**config.mk**
```make
export PLATFORM = sky130hd
export DESIGN_NAME = rr_grant_ctrl
export DESIGN_NICKNAME = d
export VERILOG_FILES = /design/src/rtl/rr_grant_ctrl_pkg.sv /design/src/rtl/rr_pick.sv /design/src/rtl/rr_grant_ctrl.sv
export SDC_FILE = /design/constraint.sdc
export NUM_CORES = 1
export LEC_CHECK = 0
export CORE_AREA = 2 2 75 77
export DETAILED_ROUTE_END_ITERATION = 7
export DIE_AREA = 0 0 77 79
export PLACE_DENSITY = 0.9
export SLEW_MARGIN = 20
export SYNTH_ARGS = -nofsm -noshare
export SYNTH_HDL_FRONTEND = slang
export SYNTH_SLANG_ARGS = --single-unit
export TNS_END_PERCENT = 1
```
**constraint.sdc**
```tcl
create_clock -name clk -period 10.9 [get_ports clk]
set_clock_uncertainty 0.15 [all_clocks]
set_input_delay 1.09 -clock clk [delete_from_list [all_inputs] [get_ports clk]]
set_output_delay 1.09 -clock clk [all_outputs]
set_load 0.02 [all_outputs]
```
**src/rtl/rr_grant_ctrl_pkg.sv**
```systemverilog
// Shared constants for the round-robin grant controller and its picker.
package rr_grant_ctrl_pkg;

   localparam int unsigned N_REQ  = 16;
   localparam int unsigned IDX_W  = 4;
   localparam int unsigned HOLD_W = 8;

   // FSM state encoding, kept as plain constants for legacy compatibility
   localparam logic [0:0] ST_IDLE  = 1'b0;
   localparam logic [0:0] ST_GRANT = 1'b1;

   // Index to one-hot decode used to build the grant vector
   function automatic logic [N_REQ-1:0] idx_to_onehot(input logic [IDX_W-1:0] idx);
      logic [N_REQ-1:0] oh;
      oh      = '0;
      oh[idx] = 1'b1;
      return oh;
   endfunction

endpackage

```
**src/rtl/rr_pick.sv**
```systemverilog
// Combinational rotating-priority picker: rotate req so ptr lands at bit 0,
// priority-encode the lowest set bit, then add ptr back (mod 16).
module rr_pick
   import rr_grant_ctrl_pkg::*;
(
   input  logic [N_REQ-1:0] req,
   input  logic [IDX_W-1:0] ptr,
   output logic             found,
   output logic [IDX_W-1:0] idx
);

   logic [N_REQ-1:0] rot;
   logic [IDX_W-1:0] off;

   // Rotate right by ptr: rot[i] = req[(i + ptr) mod 16]
   always_comb begin
      logic [IDX_W-1:0] src;
      rot = '0;
      src = '0;
      for (int unsigned i = 0; i < N_REQ; i++) begin
         src    = IDX_W'(i) + ptr;
         rot[i] = req[src];
      end
   end

   // Lowest-set-bit priority encode of the rotated vector, then undo the rotation
   always_comb begin
      found = 1'b0;
      off   = '0;
      for (int unsigned i = 0; i < N_REQ; i++) begin
         if (!found && rot[i]) begin
            found = 1'b1;
            off   = IDX_W'(i);
         end
      end
      idx = off + ptr;
   end

endmodule

```
**src/rtl/rr_grant_ctrl.sv**
```systemverilog
// Round-robin grant controller: one registered one-hot grant among 16 requesters,
// held until the owner releases or the hold timeout expires, then priority rotates.
module rr_grant_ctrl #(
   parameter int unsigned N_REQ    = rr_grant_ctrl_pkg::N_REQ,
   parameter int unsigned IDX_W    = rr_grant_ctrl_pkg::IDX_W,
   parameter int unsigned MAX_HOLD = 255
) (
   input  logic             clk,
   input  logic             rst,
   input  logic             en,
   input  logic [N_REQ-1:0] req,
   output logic [N_REQ-1:0] gnt,
   output logic [IDX_W-1:0] gnt_idx,
   output logic             gnt_valid,
   output logic             timeout
);

   import rr_grant_ctrl_pkg::*;

   // Timeout fires on the last permitted GRANT cycle; MAX_HOLD=0 disables it
   localparam bit                TO_EN     = (MAX_HOLD != 0);
   localparam logic [HOLD_W-1:0] HOLD_LAST = HOLD_W'(MAX_HOLD - 1);

   logic [0:0]        state_q,     state_d;
   logic [IDX_W-1:0]  ptr_q,       ptr_d;
   logic [HOLD_W-1:0] hold_cnt_q,  hold_cnt_d;
   logic [N_REQ-1:0]  gnt_q,       gnt_d;
   logic [IDX_W-1:0]  gnt_idx_q,   gnt_idx_d;
   logic              gnt_valid_q, gnt_valid_d;
   logic              timeout_q,   timeout_d;

   logic              pick_found;
   logic [IDX_W-1:0]  pick_idx;
   logic              owner_req;

   rr_pick u_pick (
      .req   (req),
      .ptr   (ptr_q),
      .found (pick_found),
      .idx   (pick_idx)
   );

   assign owner_req = req[gnt_idx_q];

   // Next-state logic: arbitration in IDLE, release/timeout/hold in GRANT
   always_comb begin
      state_d     = state_q;
      ptr_d       = ptr_q;
      hold_cnt_d  = hold_cnt_q;
      gnt_d       = gnt_q;
      gnt_idx_d   = gnt_idx_q;
      gnt_valid_d = gnt_valid_q;
      timeout_d   = 1'b0;

      case (state_q)
         ST_IDLE: begin
            gnt_d       = '0;
            gnt_valid_d = 1'b0;
            if (en && pick_found) begin
               state_d     = ST_GRANT;
               gnt_idx_d   = pick_idx;
               gnt_d       = idx_to_onehot(pick_idx);
               gnt_valid_d = 1'b1;
               hold_cnt_d  = '0;
            end
         end

         ST_GRANT: begin
            // Release is checked first so it wins over a coincident timeout
            if (!owner_req) begin
               state_d     = ST_IDLE;
               gnt_d       = '0;
               gnt_valid_d = 1'b0;
               ptr_d       = gnt_idx_q + 1'b1;
            end else if (TO_EN && (hold_cnt_q == HOLD_LAST)) begin
               state_d     = ST_IDLE;
               gnt_d       = '0;
               gnt_valid_d = 1'b0;
               timeout_d   = 1'b1;
               ptr_d       = gnt_idx_q + 1'b1;
            end else if (hold_cnt_q != '1) begin
               hold_cnt_d  = hold_cnt_q + 1'b1;
            end
         end

         default: begin
            state_d     = ST_IDLE;
            gnt_d       = '0;
            gnt_valid_d = 1'b0;
         end
      endcase
   end

   // State and output registers with synchronous active-high reset
   always_ff @(posedge clk) begin
      if (rst) begin
         state_q     <= ST_IDLE;
         ptr_q       <= '0;
         hold_cnt_q  <= '0;
         gnt_q       <= '0;
         gnt_idx_q   <= '0;
         gnt_valid_q <= 1'b0;
         timeout_q   <= 1'b0;
      end else begin
         state_q     <= state_d;
         ptr_q       <= ptr_d;
         hold_cnt_q  <= hold_cnt_d;
         gnt_q       <= gnt_d;
         gnt_idx_q   <= gnt_idx_d;
         gnt_valid_q <= gnt_valid_d;
         timeout_q   <= timeout_d;
      end
   end

   assign gnt       = gnt_q;
   assign gnt_idx   = gnt_idx_q;
   assign gnt_valid = gnt_valid_q;
   assign timeout   = timeout_q;

endmodule

```
==> run_results.csv <==
group,metric,value,unit
yosys,synth_edf_count,0,
layout,stdcell_area,3520,µm²
sta,rsz0062_at_grt,"false",
route,vias_per_cell,6.41,
yosys,synthFlopType,"dfxtp_1",
yosys,yosysSeqAreaShare,23.2,%
clock_tree,cts.clk_slew.worst_paths,0.07,ns
sta,setup_viol,0,
sta,fmax,184,MHz
clock_tree,cts_tree,"done",
clock_tree,cts_buffers,5,
pwr,power.leakage,1.24,nW
floorplanning,die_h,79,µm
sta,timing.final.max_slew_violations,0,
sta,period_share,49.7,%
critical_path,critPathRequiredTime,10.93,ns
layout,fillers,418,
yosys,ys_types,52,
placement,placed_area,3430,µm²
yosys,syn_nets,337,
route,via_count,2614,
global_route,use_met2,43.5,%
sta,worst_pin_slew,1.00,ns
placement,place_congestion,0.816,
global_route,antenna_found_initial,0,
critical_path,cp-start-kind,"flip-flop",
min_path,hp-class,"reg -> reg",
clock_tree,cts_resized,0,
critical_path,arrival,5.45,ns
yosys,ys_async_sr_fraction,0,%
job,drv_cap,0,
yosys,syn_inst,303,
floorplanning,num_rows,27,
critical_path,cp_max_fo,14,
run_status,outcome,"completed",
global_route,global_route.usage.total,25.6,%
layout,nets,370,
floorplanning,die-area,6080,µm²
floorplanning,start_util,56.7,%
global_route,globalRouteMet1Util,33.2,%
route,wire_per_inst,18.2,µm
yosys,ys_warn_count,0,
global_route,met3_usage,5.57,%
route,routed_wl,7440,µm
global_route,grt_pass1_wl,12200,µm
critical_path,crit_type,"reg -> reg",
route,ant_nets,0,
global_route,overflow,0,
sta,hold_viol_final,0,
clock_tree,post-cts-setup-buffer-count,0,
layout,drive_gt1_share,13.7,%
placement,place.port_buffers,40,
placement,place_hpwl,5660,µm
layout,synthToLayoutAreaGrowth,16.2,%
floorplanning,die_w,77,µm
global_route,grt_max_degree,27,
route,drc_errors,0,
sta,setup_tns,0,ns
yosys,synthesis.area,3030,µm²
yosys,synth.largest_area_cell,"dfxtp_1",
route,firstDrtPassIters,5,
yosys,synth_seq_cells,35,
yosys,syn_area_per_cell,9.99,µm²
layout,diodes,0,
yosys,synth_area_leaders,"dfxtp_1 (23%), mux4_2 (16%), ha_1 (5.8%)",
clock_tree,cts_buffer_depth,2,
yosys,yosys.area.top_type_share,23.2,%
clock_tree,clock_latency,0.29,ns
pwr,p_per_area,137,nW/µm²
global_route,grt-busiest-layer,"met2",
floorplanning,core_region_area,5340,µm²
sta,period_minus_slack,5.42,ns
critical_path,end_kind,"flip-flop",
route,drt_iter0_drc,310,
clock_tree,holdBufCountCts,0,
global_route,grt_pass1_vias,2467,
pwr,peakVddDrop,0.109,mV
clock_tree,cts_max_level,2,
clock_tree,cts.sinks,35,
clock_tree,clockRootBuffer,"clkbuf_8",
floorplanning,io_pins,41,
sta,relSlewSlack,33.1,%
-- sequential cells by signal (all words and copies together) (netlist names) --
register	flops
gnt	16
gnt_idx	4
gnt_valid	1
hold_cnt_q	8
ptr_q	4
state_q	1
timeout	1
-- per-layer routing --
layer	wire length (µm)	share of wire, %
met1	3090	42
met2	3750	50
met3	486	6.5
met4	106	1.4
met5	0	0
-- report_power, final --
part           switching, W  internal, W  total [W]
Clock             0.0000463    0.0000495  0.0000958
Combinational      0.000128     0.000108   0.000236
Sequential        0.0000152     0.000135   0.000150
Total              0.000189     0.000292   0.000482
-- logic make-up (layout without fill, tap and decap cells) --
kind of cell / count (synthesis) / in the layout / synth area share (%)
compound gates: 57 / 57 / 13.4
xor+xnor: 23 / 23 / 6.66
fa+ha+maj: 15 / 15 / 6.45
buf+inv: 24 / 57 / 4.22
flops: 35 / 35 / 23.1
mux: 52 / 52 / 29.5
simple gates: 97 / 97 / 16.7
-- worst max-delay path: stages (launching register included) --
cell and delay (ns):
dfxtp_1 0.71, inv_1 0.26, ha_1 0.61, mux4_2 0.60, mux2_2 0.30, mux2i_1 0.22, nand4_1 0.27, nand2b_4 0.24
o41ai_1 0.53, ha_1 0.34, nand3_1 0.09, nand2_1 0.09, xor2_1 0.29, mux2_4 0.39, a22o_1 0.21
-- layout make-up --
type | instances | area (µm²) | area share (%)
Clock buffer | 6 | 82.6 | 2.35
Clock inverter | 1 | 5.00 | 0.142
Inverter | 9 | 33.8 | 0.960
Multi-Input combinational cell | 244 | 2200 | 62.5
Sequential cell | 35 | 701 | 19.9
Tap cell | 72 | 90.1 | 2.56
Timing Repair Buffer | 41 | 408 | 11.6
-- metrics by stage --
step                      worst slack [ns]  std cells  utilization (%)  hold slack (ns)  power (W)
after detailed placement              5.45        401             64.3            0.294   0.000383
after global placement                5.66        401             64.3            0.290   0.000374
after floorplan                       6.17        303                -            0.309   0.000327
final                                 5.48        408             65.9            0.305   0.000482
after global routing                  5.08        408             65.9            0.334   0.000508
after CTS                             5.44        408             65.9            0.310   0.000480
-- cells in the final DEF, fill, tap and decap left out, drive strengths merged, types with 6 or more instances in the layout --
| cell | n |
|---|---|
| clkbuf | 6 |
| dfxtp | 35 |
| nand2 | 27 |
| nor3 | 13 |
| a211oi | 7 |
| inv | 8 |
| nor2 | 25 |
| xnor2 | 16 |
| nand3 | 7 |
| ha | 14 |
| mux2 | 9 |
| clkdlybuf4s50 | 40 |
| mux2i | 16 |
| a21oi | 13 |
| mux4 | 27 |
| o21ai | 11 |
| a22o | 10 |
| xor2 | 7 |
-- cells in the mapped netlist, drive strengths merged, types with 2 or more instances --
library cell   n
nor3          13
nor2          25
mux2i         16
buf           10
inv            8
a22o          10
a21boi         2
clkbuf         5
a211oi         7
nand3          7
mux4          27
dfxtp         35
o21ai         11
ha            14
nand2         27
a22oi          4
nand4b         2
a21oi         13
nor2b          5
and4b          2
nand2b         5
xnor2         16
a221oi         2
xor2           7
mux2           9
nor4           3
nand4          3
-- path summary, 6_finish.rpt --
kind / end / cells past startpoint / slack, ns / startpoint
hold reg to reg: gnt[13] / 2 / 0.30 / gnt[13]
setup / recovery: gnt[2] / 14 / 5.48 / ptr_q[1]
setup reg to reg: gnt[2] / 14 / 5.48 / ptr_q[1]
hold / removal: gnt[13] / 2 / 0.30 / gnt[13]
Power figures use the tool's default switching activity.
==> RTL change, RTL diff (same settings) <==
`IDX_W`: 4 -> 5.
--- a/src/rtl/rr_grant_ctrl_pkg.sv
+++ b/src/rtl/rr_grant_ctrl_pkg.sv
@@ -3,5 +3,5 @@
 
    localparam int unsigned N_REQ  = 16;
-   localparam int unsigned IDX_W  = 4;
+   localparam int unsigned IDX_W  = 5;
    localparam int unsigned HOLD_W = 8;
 
Interface: changed (resized gnt_idx); port bits go from 41 to 42. No check against the original RTL was run, so the function may have changed too.
==> RTL change against the original RTL <==
  * Total power rose by 1.7%
  * First-iteration DRC count fell by 15%
  * Design area rose by 1.3%
  * Worst hold slack got worse by 0.0013 ns
  * Global-route usage rose by 0.67 points
  * Wire length rose by 2.9%
  * Sequential cell count rose by 2
  * Sequential power rose by 5%
  * Synthesized area fell by 0.17%
  * Setup slack got worse by 0.40 ns
  * Highest routed layer unchanged
==> RTL change: results (changes against the original RTL) <==
| Metric | Value |
|---|---|
| Hpwl dp | `5716 um (was 5659 um)` |
| DRT iter0 DRCs | `262 (was 310)` |
| Distinct cell type count after synthesis | `51 (was 52)` |
| Status | `complete, no violations (unchanged)` |
| First-pass GRT wire length | `12650 um (was 12250 um)` |
| Most frequent cells after synthesis | `37 x dfxtp_1, 24 x mux4_2, 20 x nor2_1 (was 35 x dfxtp_1, 27 x nand2_1, 25 x nor2_1)` |
| Met3 wire len | `522 um (was 486 um)` |
| Met1 WL | `3242 um (was 3087 um)` |
| IO buf count | `41 (was 40)` |
| Place WS | `4.877 ns (was 5.455 ns)` |
| Largest net degree at the start of global routing | `25 (was 27)` |
| Synth top area cells | `dfxtp_1 25%, mux4_2 18%, mux2i_1 6.3% (was dfxtp_1 23%, mux4_2 16%, ha_1 5.8%)` |
| Share of cells above drive strength 1 | `14.71% (was 13.69%)` |
| Flop pwr share | `32.3% (was 31.2%)` |
| GPL Wtd Cong | `0.8945 (was 0.8157)` |
| WP data arrival | `5.91 ns (was 5.45 ns)` |
| Internal power | `308.8 uW (was 292.4 uW)` |
| Met2 wire length | `3815 um (was 3754 um)` |
| Nets | `366 (was 370)` |
| Register area share after synthesis | `24.51% (was 23.15%)` |
| Vias in the first global route | `2558 (was 2467)` |
| Vias post-DR | `2720 (was 2614)` |
| GR Util All Layers | `26.27% (was 25.60%)` |
| Avg WL per Cell | `18.89 um (was 18.22 um)` |
| Post-Layout Cell Count | `405 (was 408)` |
| Maximum vdd drop | `0.1323 mV (was 0.1090 mV)` |
| Power Clock | `125 uW (was 95.8 uW)` |
| Syn Nets | `334 (was 337)` |
| Mapped Avg Cell Area | `10.07 um2 (was 9.989 um2)` |
| Placed Cells | `397 (was 401)` |
| Relative slew slack | `33.87% (was 33.05%)` |
[RTL change: cell count changes after synthesis, sizes merged, moves of 6 or more]
cell / delta
a22o: -7
xnor2: -7
nor3: -6
nand2: -8
a32o: +6
[RTL change: final cells by class]
type / instances / area (um2) / share of cell area [%]
clock buffer: 6 / 82.58 / 2.317
clock inverter: 2 / 37.54 / 1.053
inverter: 8 / 30.03 / 0.8424
multi-input combinational: 239 / 2172 / 60.93
sequential: 37 / 742.0 / 20.81
tap: 72 / 90.09 / 2.527
timing repair buffer: 41 / 410.4 / 11.51
[RTL change: critical path: stages (launching register included)]
cell and delay, ns:
dfxtp_1 0.72, inv_1 0.26, ha_1 0.58, mux4_2 0.59, mux2i_1 0.25, mux2i_1 0.16
or4b_1 0.58, nor3_1 0.20, a221oi_1 0.11, o41ai_1 0.32, ha_1 0.26, fa_1 0.26
a21o_1 0.13, a21oi_1 0.07, xnor2_1 0.16, or2_2 0.37, nor4_2 0.36, a32o_1 0.24
[RTL change: cells by family after synthesis]
logic type	synth area share (%)
buffers and inverters	3.602
adders and majority gates	6.460
muxes	28.16
DFF	24.51
and+or+nand+nor	16.52
xor gates and xnor gates	5.218
AOI/OAI and AO/OA	15.53
[RTL change: routing by layer]
| metal | global-route usage [%] | up-vias |
|---|---|---|
| met1 | 35.51 | 1355 |
| met3 | 4.318 | 8 |
| met5 | 0 | - |
| li1 | - | 1247 |
| met4 | 6.607 | 0 |
| met2 | 44.39 | 110 |
[RTL change: final timing paths]
kind	slack [ns]	end	from	cells after the start
worst min-delay path	0.30	gnt[9]	gnt[9]	2
worst min register to register	0.30	gnt[9]	gnt[9]	2
worst max register to register	5.08	gnt[4]	ptr_q[1]	17
worst max-delay path	5.08	gnt[4]	ptr_q[1]	17
